File: src/rtl/off_mode_toggle_controller.sv
// Power-key confirmation controller for leaving OFF mode: the first press arms the
// OFF-mode event timer, and a second press inside the window requests STANDBY.
module off_mode_toggle_controller #(
    parameter int MODE_WIDTH   = 3,
    parameter int MAX_WIDTH    = 16,
    parameter int OFF_CODE     = 0,
    parameter int STANDBY_CODE = 1
) (
    input  logic                  clk,
    input  logic                  rstn,
    input  logic                  key_in,
    input  logic [MODE_WIDTH-1:0] current_mode,
    input  logic [MAX_WIDTH-1:0]  window_time,
    input  logic [MAX_WIDTH-1:0]  off_output_time,
    output logic                  first_toggle_signal,
    output logic [MAX_WIDTH-1:0]  counter_time,
    output logic                  mode_req_valid,
    output logic [MODE_WIDTH-1:0] mode_req,
    input  logic                  mode_req_ready,
    output logic                  timeout_pulse
);

    localparam logic [MODE_WIDTH-1:0] OFF_MODE     = MODE_WIDTH'(OFF_CODE);
    localparam logic [MODE_WIDTH-1:0] STANDBY_MODE = MODE_WIDTH'(STANDBY_CODE);

    typedef enum logic [1:0] {
        IDLE   = 2'd0,
        LOAD   = 2'd1,
        WINDOW = 2'd2,
        REQ    = 2'd3
    } state_t;

    state_t                  state;
    state_t                  state_nxt;
    logic                    load_cnt;
    logic                    load_cnt_nxt;
    logic                    key_prev;
    logic                    press;
    logic                    mode_is_off;
    logic                    first_toggle_nxt;
    logic [MAX_WIDTH-1:0]    counter_time_nxt;
    logic                    mode_req_valid_nxt;
    logic [MODE_WIDTH-1:0]   mode_req_nxt;
    logic                    timeout_pulse_nxt;

    // Key history resets high so a key held through reset is never seen as a press.
    always_ff @(posedge clk or negedge rstn) begin
        if (!rstn) begin
            key_prev <= 1'b1;
        end else begin
            key_prev <= key_in;
        end
    end

    assign press       = key_in & ~key_prev;
    assign mode_is_off = (current_mode == OFF_MODE);

    always_ff @(posedge clk or negedge rstn) begin
        if (!rstn) begin
            state               <= IDLE;
            load_cnt            <= 1'b0;
            first_toggle_signal <= 1'b0;
            counter_time        <= '0;
            mode_req_valid      <= 1'b0;
            mode_req            <= OFF_MODE;
            timeout_pulse       <= 1'b0;
        end else begin
            state               <= state_nxt;
            load_cnt            <= load_cnt_nxt;
            first_toggle_signal <= first_toggle_nxt;
            counter_time        <= counter_time_nxt;
            mode_req_valid      <= mode_req_valid_nxt;
            mode_req            <= mode_req_nxt;
            timeout_pulse       <= timeout_pulse_nxt;
        end
    end

    always_comb begin
        state_nxt          = state;
        load_cnt_nxt       = load_cnt;
        first_toggle_nxt   = 1'b0;
        timeout_pulse_nxt  = 1'b0;
        counter_time_nxt   = counter_time;
        mode_req_valid_nxt = mode_req_valid;
        mode_req_nxt       = mode_req;

        case (state)
            IDLE: begin
                load_cnt_nxt = 1'b0;
                if (press && mode_is_off && (window_time != '0)) begin
                    counter_time_nxt = window_time;
                    first_toggle_nxt = 1'b1;
                    state_nxt        = LOAD;
                end
            end

            // Two cycles let the timer see its reset release and then its load value.
            LOAD: begin
                if (!mode_is_off) begin
                    state_nxt = IDLE;
                end else if (load_cnt) begin
                    state_nxt = WINDOW;
                end else begin
                    load_cnt_nxt = 1'b1;
                end
            end

            // Expiry is checked before the press so a coincident press still times out.
            WINDOW: begin
                if (!mode_is_off) begin
                    state_nxt = IDLE;
                end else if (off_output_time == '0) begin
                    timeout_pulse_nxt = 1'b1;
                    state_nxt         = IDLE;
                end else if (press) begin
                    mode_req_valid_nxt = 1'b1;
                    mode_req_nxt       = STANDBY_MODE;
                    state_nxt          = REQ;
                end
            end

            REQ: begin
                if (mode_req_valid && mode_req_ready) begin
                    mode_req_valid_nxt = 1'b0;
                    state_nxt          = IDLE;
                end
            end

            default: begin
                state_nxt = IDLE;
            end
        endcase
    end

endmodule
File: config.mk
export PLATFORM = sky130hd
export DESIGN_NAME = off_mode_toggle_controller
export DESIGN_NICKNAME = d
export VERILOG_FILES = /design/src/rtl/off_mode_toggle_controller.sv
export SDC_FILE = /design/constraint.sdc
export NUM_CORES = 1
export LEC_CHECK = 0
export ABC_AREA = 0
export BUFFER_PORTS_ARGS = -buffer_cell sky130_fd_sc_hd__buf_2
export CAP_MARGIN = 20
export CORE_MARGIN = 2
export CORE_UTILIZATION = 35
export DETAILED_ROUTE_END_ITERATION = 12
export PLACE_DENSITY = 0.76
export SKIP_CTS_REPAIR_TIMING = 1
export SYNTH_ARGS = -nofsm -noshare
export SYNTH_HDL_FRONTEND = slang
export SYNTH_SLANG_ARGS = --single-unit
File: constraint.sdc
create_clock -name clk -period 2 [get_ports clk]
set_input_delay 0.1 -clock clk [delete_from_list [all_inputs] [get_ports clk]]
set_output_delay 0.1 -clock clk [all_outputs]
set_load 0.05 [all_outputs]
; ---- After elaboration in Yosys (flattened, before gate mapping)
; Cells that the tools add are included.
[op_classes]
eq_ne = 11
mux = 20
n_bitwise = 3
reduce_logical = 14
[op_table]
columns = operator, n
row1 = zero test 16 bit, 1
row2 = nonzero test 16 bit, 1
row3 = 2-to-1 mux 2 bit, 7
row4 = "inequality test 2 bit, second input constant", 6
row5 = 2-to-1 mux 1 bit, 10
row6 = one-hot mux 2 bit (4 select lines), 1
row7 = AND reduction 4 bit, 2
row8 = AND reduction 5 bit, 1
row9 = "equality test 2 bit, second input constant", 2
row10 = "inequality test 4 bit, second input constant", 1
row11 = one-hot mux 1 bit (2 select lines), 2
row12 = AND reduction 2 bit, 2
row13 = nonzero test 2 bit, 2
row14 = logical AND 1 bit, 3
row15 = zero test 3 bit, 1
row16 = "inequality test 3 bit, second input constant", 1
row17 = "equality test 2 x 1 -> 1 bit, second input constant", 1
row18 = zero test 2 bit, 1
row19 = NOT 1 bit, 2
row20 = AND 1 bit, 1
[totals]
regBits = 24
in_bits = 39
output_inout_bits = 22
word_cells = 56

; ---- Depth between registers and ports, before layout
; Gate-level depths: netlist of the first run.
[depth]
ltp_word = 6
depth_mapped = 5
mapped_depth_nobuf = 4

; ---- Worst setup path before layout of the first run
; No wires, ideal clock.
[synth_timing]
path_kind = reg-to-reg
startpoint = register state[0]
endpoint = register counter_time[0]
setup_time_ps = 125
t_arrival_ps = 1566
slack_ps = 309
stages_incl_launch_ff = 6
n_path_buf = 1
period_less_slack_ps = 1691
path_cell_list = dfrtp_1 > nor4_4 > and3b_2 > nand3b_4 > buf_6 > mux2_4
[synth_via]
elab_chain_len = 2
[synth_lines]
columns = element, line_no
row1 = from (decl), 33  ; state_t state;
row2 = from (signal assigned), 68  ; state <= state_nxt;
row3 = zero test 2 bit, 87  ; case (state)
row4 = AND reduction 2 bit (no source line), n/a
row5 = to (signal assigned), 71  ; counter_time <= counter_time_nxt;
row6 = to (decl), 16  ; output logic [MAX_WIDTH-1:0] counter_time,
; No other way between the ends.
; A chain may end at the register's enable or synchronous reset.

; ---- Worst setup path after layout of the first run
[layout_timing]
startpoint = register state[0]
endpoint = register counter_time[11]
; The elaborated chain is that of the path after synthesis.

==> qor.log, run 1 <==
INFO  detailed_routing route.antenna.remaining_nets=0
INFO  worst_hold_path timing.hold.worst.class=input port to register
INFO  floorplanning  die_h=58.9um
INFO  grt            number_of_global_route_vias_before_repair=842
INFO  clock_tree     clk_root_buffer_cell=clkbuf_4
INFO  floorplanning  rows=19
INFO  synth          synth-seq-area-share=57.1%
INFO  clock_tree     clkLatencyLatePin=0.32ns
INFO  sta            worst_pin_slew=0.521ns
INFO  floorplanning  die_width=58.9um
INFO  synth          post_synth_instance_area=0.00105mm2
INFO  detailed_routing routed_wirelength=2320um
INFO  worst_hold_path hold_path_startpoint=mode_req_ready
INFO  detailed_routing wl_per_cell=14.0um
INFO  finish         share_of_final_layout_standard_cells_stronger_than_drive_strength_1=61.2%
INFO  finish         n_antenna_cell=0
INFO  synth          post_synth_most_frequent_cells=23 x dfrtp_1, 9 x nor4_1, 8 x mux2_2, 8 x mux2_4
INFO  sta            finalClockSkew=0.00441ns
INFO  placed_design  dp_cells=159
INFO  sta            hold_viol=0
INFO  grt            globalRouteTotalUtil=14.9%
INFO  run_status     violations=design-rule violations
INFO  clock_tree     cts-buffers-inserted=3
INFO  synth          synth_seq_cells=24
INFO  pwr            ir_worst_vdd=0.000390V
INFO  floorplanning  fp.dieArea=0.00347mm2
INFO  grt            grt_pass1_wl=3890um
INFO  floorplanning  pin_count=61
INFO  critical_path  critPathRequiredTime=2.22ns
INFO  sta            final_period_minus_worst_setup_slack=1.81ns
INFO  critical_path  setup.worst_path.start=state[0]$_DFFE_PN0P_
INFO  flow_run       max_cap_violations=0
INFO  finish         final.fill_count=261
INFO  synth          synth_top_cell_by_area=dfrtp_1
INFO  synth          synth_top_area_share=54.6%
INFO  sta            timing.final.crit_share=90.4%
INFO  floorplanning  start_util=37.6%
INFO  grt            grt_antenna_before_repair=0
INFO  critical_path  regToRegSetupSlack=0.19ns
INFO  finish         net_count_of_the_finished_layout=174
INFO  synth          mean_cell_area_of_the_mapped_netlist=14.4um2
INFO  finish         area.growth.synth_to_final=35.6%
INFO  synth          synth.area.top_cells=dfrtp_1 55%, mux2_4 11%, mux2_2 8.6%, nor4_1 5.3%, dfstp_2 2.5%
INFO  grt            grt_start_max_net_pins=25
INFO  critical_path  rr_startpoint=state[0]$_DFFE_PN0P_
INFO  sta            slew_headroom=65.2%
INFO  pwr            pwr_density_cell=1040mW/mm2
INFO  critical_path  worstSetupStartpointType=register
INFO  placed_design  port_buffers=58
INFO  critical_path  crit_path_max_fanout=18
INFO  critical_path  cp_data_arrival_time=2.03ns
INFO  detailed_routing detail_route.iter0.violations=18
INFO  run_status     status=complete, but fails checks
INFO  synth          synth_async_sr_flop_share=100%
INFO  clock_tree     clock_tree.htree_level_count=1
INFO  sta            finalSetupViolations=0
INFO  clock_tree     clkSlewWorstSetupHoldPaths=0.13ns
INFO  pwr            static-leakage-power=0.777nW
INFO  clock_tree     tritoncts=done
INFO  sta            drv_slew=0
INFO  finish         finalInstanceArea=0.00143mm2
INFO  synth          ys.flop_type=dfrtp_1
INFO  synth          synth_cell_types=26
INFO  synth          synth_most_common_cell=dfrtp_1
INFO  synth          synth_enable_flop_cells=0
INFO  finish         utilization=50.9%
INFO  finish         layout.cells.non_filler=165
INFO  clock_tree     clock_sink_count=24
INFO  detailed_routing detailroute.via_count=805
INFO  placed_design  final_weighted_congestion_in_routability_driven_placement=0.853
INFO  synth          synthesis.yosys.warnings=0
INFO  detailed_routing post_drt_via_cell_ratio=4.88
INFO  critical_path  timing_worst_setup_path_type=register to register
INFO  detailed_routing post-route-drc-count=5
INFO  placed_design  place_area=0.00136mm2
INFO  synth          netlist_instances=73
INFO  sta            finalSetupTns=0ns
INFO  floorplanning  floorplan.core_area=0.00281mm2
INFO  grt            overflow=0
INFO  clock_tree     ctsLongestPathBuffers=2
INFO  sta            clock.fmax=0.553GHz
INFO  detailed_routing drt_first_pass_iters=7
INFO  critical_path  setup.worst_path.end_class=register
INFO  sta            rsz0062_at_grt=no
[path summary, 6_finish.rpt]
kind,endpoint,cells past startpoint
worst min register to register,mode_req[0]$_DFFE_PN0P_,1
worst max-delay path,counter_time[11]$_DFFE_PN0P_,4
max in group asynchronous,key_prev$_DFF_PN1_,2
min in group asynchronous,counter_time[13]$_DFFE_PN0P_,2
worst min-delay path,mode_req_valid$_DFFE_PN0P_,2
worst max register to register,counter_time[11]$_DFFE_PN0P_,4
[placed cells by master (no fill, tap or decap)]
master	n
inv_1	1
dfstp_2	1
dfrtp_1	23
bufinv_16	1
nand2_1	1
a32o_1	1
a21boi_0	1
nand4_1	2
dlygate4sd3_1	2
o21ai_0	1
nor2_1	1
buf_2	58
nand3b_4	1
a41oi_1	1
o22a_1	1
conb_1	2
a31oi_1	1
nand3_1	2
nor4_1	9
clkbuf_4	3
mux2_2	8
nor2b_1	1
and3b_2	1
mux2_4	8
a21o_1	1
nand2b_1	1
nor4_4	1
[layer usage]
metal / routed length, um / vias up / share of wire, % / GRT usage [%]
met5: 0 / - / 0 / 0
li1: - / 393 / - / -
met2: 1130 / 32 / 49 / 24.1
met4: 51 / 0 / 2.2 / 7.79
met3: 178 / 4 / 7.7 / 2.20
met1: 962 / 376 / 42 / 19.3
[sequential cells by signal, summed over array words and instances, names as in the netlist]
name and count:
counter_time 16, first_toggle_signal 1, key_prev 1, load_cnt 1
mode_req 1, mode_req_valid 1, state 2, timeout_pulse 1
[power breakdown]
| group | switching (mW) | internal, mW |
|---|---|---|
| Sequential | 0.0415 | 0.564 |
| Combinational | 0.371 | 0.163 |
| Clock | 0.148 | 0.203 |
| Total | 0.560 | 0.930 |
[area by class of cell]
class / count / area (um2) / share of cell area, %
repair buffers: 60 / 310 / 21.7
inverters: 1 / 3.75 / 0.263
multi-input cells: 45 / 422 / 29.5
flip-flops and latches: 24 / 602 / 42.1
clock buffers: 3 / 22.5 / 1.58
well taps: 31 / 38.8 / 2.71
clock inverters: 1 / 30.0 / 2.10
[critical path: stages, from the launching register on]
cell      delay, ns
dfrtp_1        0.46
nor4_4         0.32
and3b_2        0.28
nand3b_4       0.26
mux2_4         0.38
[per-stage QoR]
step                      power [mW]  hold WS (ns)  setup slack [ns]
final                           1.49       0.00242             0.191
after global routing            1.56      0.000477            0.0316
after CTS                       1.50        -0.251             0.160
after detailed placement        1.15         0.107             0.177
after global placement          1.14        0.0987             0.257
after floorplan                0.999        -0.196             0.309
[logic make-up (layout without fill, tap and decap cells)]
group / count (synthesis) / in the layout / synth area share [%]
mux: 16 / 16 / 20.0
compound gates: 7 / 7 / 5.11
other cells: 1 / 2 / 0.356
buf+inv: 5 / 65 / 3.21
flops: 24 / 24 / 57.1
simple gates: 20 / 20 / 14.3
Note: power is estimated with default switching activity, not from simulation.
==> inputs of run 2 (changes only) <==
--- a/config.mk
+++ b/config.mk
@@ -5,13 +5,13 @@
 export SDC_FILE = /design/constraint.sdc
 export NUM_CORES = 1
 export LEC_CHECK = 0
-export ABC_AREA = 0
+export ABC_AREA = 1
 export BUFFER_PORTS_ARGS = -buffer_cell sky130_fd_sc_hd__buf_2
 export CAP_MARGIN = 20
 export CORE_MARGIN = 2
 export CORE_UTILIZATION = 35
 export DETAILED_ROUTE_END_ITERATION = 12
-export PLACE_DENSITY = 0.76
+export PLACE_DENSITY = 0.74
 export SKIP_CTS_REPAIR_TIMING = 1
 export SYNTH_ARGS = -nofsm -noshare
 export SYNTH_HDL_FRONTEND = slang
==> run 2 against run 1 <==
  * The run ends with negative hold slack left
  * Clock power shrank 38%
  * Combinational power up 85%
  * Non-clock buffer count did not move
  * Clock-buffer cell count rose by 1
  * Cell count up 55%
  * Via count increased by 41%
  * Setup slack gained 0.52 ns
  * Fmax up 40%
  * Design area is 7.8% higher
  * Register-to-register slack improved by 0.52 ns
  * Highest routed layer unchanged
==> qor.log, run 2 <==
INFO  floorplanning  rows=21 [was 19]
INFO  pwr            power_frac_seq=37.7% [was 40.6%]
INFO  finish         regMostFlops=counter_time [unchanged]
INFO  finish         share_of_final_layout_standard_cells_stronger_than_drive_strength_1=32.9% [was 61.2%]
INFO  grt            grt_start_max_net_pins=25 [unchanged]
INFO  clock_tree     clkLatencyLatePin=0.31ns [was 0.32 ns]
INFO  clock_tree     ctsLongestPathBuffers=2 [unchanged]
INFO  pwr            switching_component_of_the_power=1.00mW [was 0.560 mW]
INFO  synth          synth_seq_cells=24 [unchanged]
INFO  critical_path  timing_worst_setup_path_type=register to register [unchanged]
INFO  sta            worst_pin_slew=0.530ns [was 0.521 ns]
INFO  synth          synth_enable_flop_cells=0 [unchanged]
INFO  clock_tree     tritoncts=done [unchanged]
INFO  pwr            pwr_density_cell=1260mW/mm2 [was 1040 mW/mm2]
INFO  synth          synth-seq-area-share=50.5% [was 57.1%]
INFO  placed_design  port_buffers=58 [unchanged]
INFO  run_status     status=complete, but fails checks [unchanged]
INFO  synth          synthesis.yosys.warnings=0 [unchanged]
INFO  pwr            comb_power_share=51.1% [was 35.8%]
INFO  detailed_routing routed_wirelength=2650um [was 2320 um]
INFO  floorplanning  die_width=62.3um [was 58.9 um]
INFO  critical_path  crit_path_max_fanout=5 [was 18]
INFO  worst_hold_path timing.hold.worst.class=input port to register [unchanged]
INFO  clock_tree     clkSlewWorstSetupHoldPaths=0.12ns [was 0.13 ns]
INFO  synth          synth.area.top_cells=dfrtp_1 48%, nand2_1 17%, nor2_1 6.9%, o21ai_0 3.8%, o21ai_1 3.4% [was dfrtp_1 55%, mux2_4 11%, mux2_2 8.6%, nor4_1 5.3%, dfstp_2 2.5%]
INFO  sta            finalClockSkew=0.00329ns [was 0.00441 ns]
INFO  sta            clock.fmax=0.774GHz [was 0.553 GHz]
INFO  grt            grt_pass1_wl=4630um [was 3890 um]
INFO  critical_path  cp_data_arrival_time=1.51ns [was 2.03 ns]
INFO  grt            gr-usage-met1=17.1% [was 19.3%]
INFO  critical_path  rr_startpoint=state[0]$_DFFE_PN0P_ [unchanged]
INFO  floorplanning  fp.dieArea=0.00389mm2 [was 0.00347 mm2]
INFO  pwr            ir_worst_vdd=0.000512V [was 0.000390 V]
INFO  finish         biggestRegsByFlops=counter_time x16, state x2 [unchanged]
INFO  synth          post_synth_most_frequent_cells=54 x nand2_1, 23 x dfrtp_1, 22 x nor2_1 [was 23 x dfrtp_1, 9 x nor4_1, 8 x mux2_2, 8 x mux2_4]
INFO  finish         leading_cell_type_in_the_layout_fill_and_taps_excluded=buf_2 [unchanged]
INFO  floorplanning  die_h=62.3um [was 58.9 um]
INFO  detailed_routing detailroute.via_count=1138 [was 805]
INFO  clock_tree     clk_root_buffer_cell=clkbuf_4 [unchanged]
INFO  critical_path  worstSetupStartpointType=register [unchanged]
INFO  finish         area.growth.synth_to_final=29.3% [was 35.6%]
INFO  synth          synth_most_common_cell=nand2_1 [was dfrtp_1]
INFO  grt            grt.met3_usage=2.90% [was 2.20%]
INFO  pwr            power.share.switching=51.8% [was 37.6%]
INFO  synth          synth_async_sr_flop_share=100% [unchanged]
INFO  floorplanning  floorplan.core_area=0.00331mm2 [was 0.00281 mm2]
INFO  finish         n_antenna_cell=0 [unchanged]
INFO  finish         net_count_of_the_finished_layout=250 [was 174]
INFO  synth          netlist_instances=150 [was 73]
INFO  pwr            overall_power_consumption=1.93mW [was 1.49 mW]
INFO  worst_hold_path hold_path_startpoint=window_time[2] [was mode_req_ready]
INFO  synth          post_synth_instance_area=0.00119mm2 [was 0.00105 mm2]
INFO  grt            grt_most_used_layer=met2 [unchanged]
INFO  synth          synth_top_cell_by_area=dfrtp_1 [unchanged]
INFO  sta            finalSetupViolations=0 [unchanged]
INFO  sta            timing.final.crit_share=64.6% [was 90.4%]
INFO  sta            hold_slack=-0.0101ns [was 0.00242 ns]
INFO  detailed_routing detail_route.iter0.violations=30 [was 18]
INFO  pwr            static-leakage-power=0.841nW [was 0.777 nW]
INFO  sta            drv_slew=0 [unchanged]
INFO  grt            overflow=0 [unchanged]
INFO  clock_tree     clock_tree.htree_level_count=1 [unchanged]
INFO  flow_run       max_cap_violations=0 [unchanged]
INFO  critical_path  regToRegSetupSlack=0.71ns [was 0.19 ns]
INFO  critical_path  setup.worst_path.end_class=register [unchanged]
INFO  finish         most-common-layout-cells=58 x buf_2, 54 x nand2_1, 23 x dfrtp_1 [was 58 x buf_2, 23 x dfrtp_1, 9 x nor4_1]
INFO  sta            final_period_minus_worst_setup_slack=1.29ns [was 1.81 ns]
INFO  grt            grt_antenna_before_repair=0 [unchanged]
INFO  detailed_routing post_drt_via_cell_ratio=4.45 [was 4.88]
INFO  detailed_routing route.antenna.remaining_nets=0 [unchanged]
INFO  detailed_routing post-route-drc-count=0 [was 5]
INFO  floorplanning  pin_count=61 [unchanged]
INFO  placed_design  final_weighted_congestion_in_routability_driven_placement=0.801 [was 0.853]
INFO  grt            globalRouteTotalUtil=14.9% [about the same]
INFO  finish         layout.cells.non_filler=256 [was 165]
INFO  clock_tree     cts-buffers-inserted=3 [unchanged]
INFO  critical_path  worst_r2r_path_depth=8 [was 4]
INFO  finish         flip_flop_count_of_the_largest_register_after_layout=16 [unchanged]
INFO  sta            hold_viol=8 [was 0]
INFO  run_status     violations=negative hold slack [was design-rule violations]
INFO  grt            number_of_global_route_vias_before_repair=1164 [was 842]
INFO  synth          synth_cell_types=23 [was 26]
INFO  floorplanning  start_util=36.0% [was 37.6%]
INFO  critical_path  setup.worst_path.start=state[0]$_DFFE_PN0P_ [unchanged]
INFO  worst_hold_path hold_depth=3 [was 2]
INFO  clock_tree     clock_sink_count=24 [unchanged]
INFO  placed_design  dp_cells=250 [was 159]
INFO  critical_path  critPathRequiredTime=2.22ns [about the same]
INFO  detailed_routing wl_per_cell=10.3um [was 14.0 um]
INFO  synth          ys.flop_type=dfrtp_1 [unchanged]
INFO  placed_design  dp_hpwl=2050um
INFO  pwr            power.internal=0.931mW [was 0.930 mW]
INFO  critical_path  reg2reg_to=state[1]$_DFFE_PN0P_ [was counter_time[11]$_DFFE_PN0P_]
INFO  sta            finalSetupTns=0ns [unchanged]
INFO  synth          mean_cell_area_of_the_mapped_netlist=7.94um2 [was 14.4 um2]
INFO  sta            rsz0062_at_grt=no [unchanged]
INFO  critical_path  setup.worst_path.end=state[1]$_DFFE_PN0P_ [was counter_time[11]$_DFFE_PN0P_]
INFO  pwr            clock_power_share=11.2% [was 23.5%]
INFO  detailed_routing drt_first_pass_iters=4 [was 7]
INFO  sta            slew_headroom=64.7% [was 65.2%]
INFO  grt            gr_util_met2=25.4% [was 24.1%]
INFO  synth          synth_top_area_share=48.3% [was 54.6%]
==> run 2: changes by cell type after synthesis, moves of 2 or more <==
cell and change:
a21oi_1 +2, inv_1 +7, mux2_2 -8, mux2_4 -8, nand2_1 +53, nand3_1 +3, nor2_1 +21, nor2_4 +2
nor3_1 +2, nor4_1 -8, o21ai_0 +8, o21ai_1 +8
==> run 2: metal layers <==
layer,up-vias,part of all wire (%)
met4,0,1.7
met1,509,45
met3,5,4.8
met2,32,49
li1,592,-
met5,-,0
==> run 2: per-stage QoR <==
step                      hold slack (ns)  setup slack (ns)  utilization [%]  cell area [um2]
after floorplan                    -0.196             0.670                -             1190
after CTS                          -0.246             0.703             45.9             1520
after global routing             0.000750             0.545             46.5             1540
final                             -0.0101             0.708             46.5             1540
after global placement              0.111             0.738             45.1             1490
after detailed placement            0.109             0.719             45.1             1490
==> run 2: area by class of cell <==
class	count	area, um2
fillers	354	1770
flip-flops and latches	24	602
multi-input cells	113	508
repair buffers	60	310
well taps	46	57.6
inverters	9	36.3
clock buffers	4	26.3
==> run 2: cell families (layout without fill, tap and decap cells) <==
kind of cell / count (synthesis) / in the layout / synth area share [%]
buf+inv: 14 / 73 / 7.14
other cells: 1 / 2 / 0.315
simple gates: 92 / 92 / 34.0
compound gates: 19 / 19 / 7.98
flops: 24 / 24 / 50.5
==> run 2: critical path, cell delays in order, from the launching register on <==
cell     delay [ns]
dfrtp_1        0.47
inv_1          0.12
nor2_1         0.06
nand4_1        0.08
nand2_1        0.08
a21oi_1        0.20
nand2_1        0.07
nand2_1        0.06
nand2_1        0.05
==> run 2: power by group through the flow <==
stage,sequential [mW],combinational [mW],clock [mW]
after floorplan,1.22,0.257,0
after global placement,0.737,0.981,0
after detailed placement,0.741,0.991,0
after CTS,0.731,0.994,0.224
after global routing,0.751,1.06,0.242
final,0.730,0.988,0.216
==> run 2: worst min-delay path by stage <==
stage | to | slack (ns)
after detailed placement | counter_time[7]$_DFFE_PN0P_ | 0.11
after global routing | counter_time[1]$_DFFE_PN0P_ | 0.0008
final | counter_time[2]$_DFFE_PN0P_ | -0.01
after global placement | counter_time[7]$_DFFE_PN0P_ | 0.11
after CTS | counter_time[4]$_DFFE_PN0P_ | -0.25
after floorplan | counter_time[0]$_DFFE_PN0P_ | -0.20
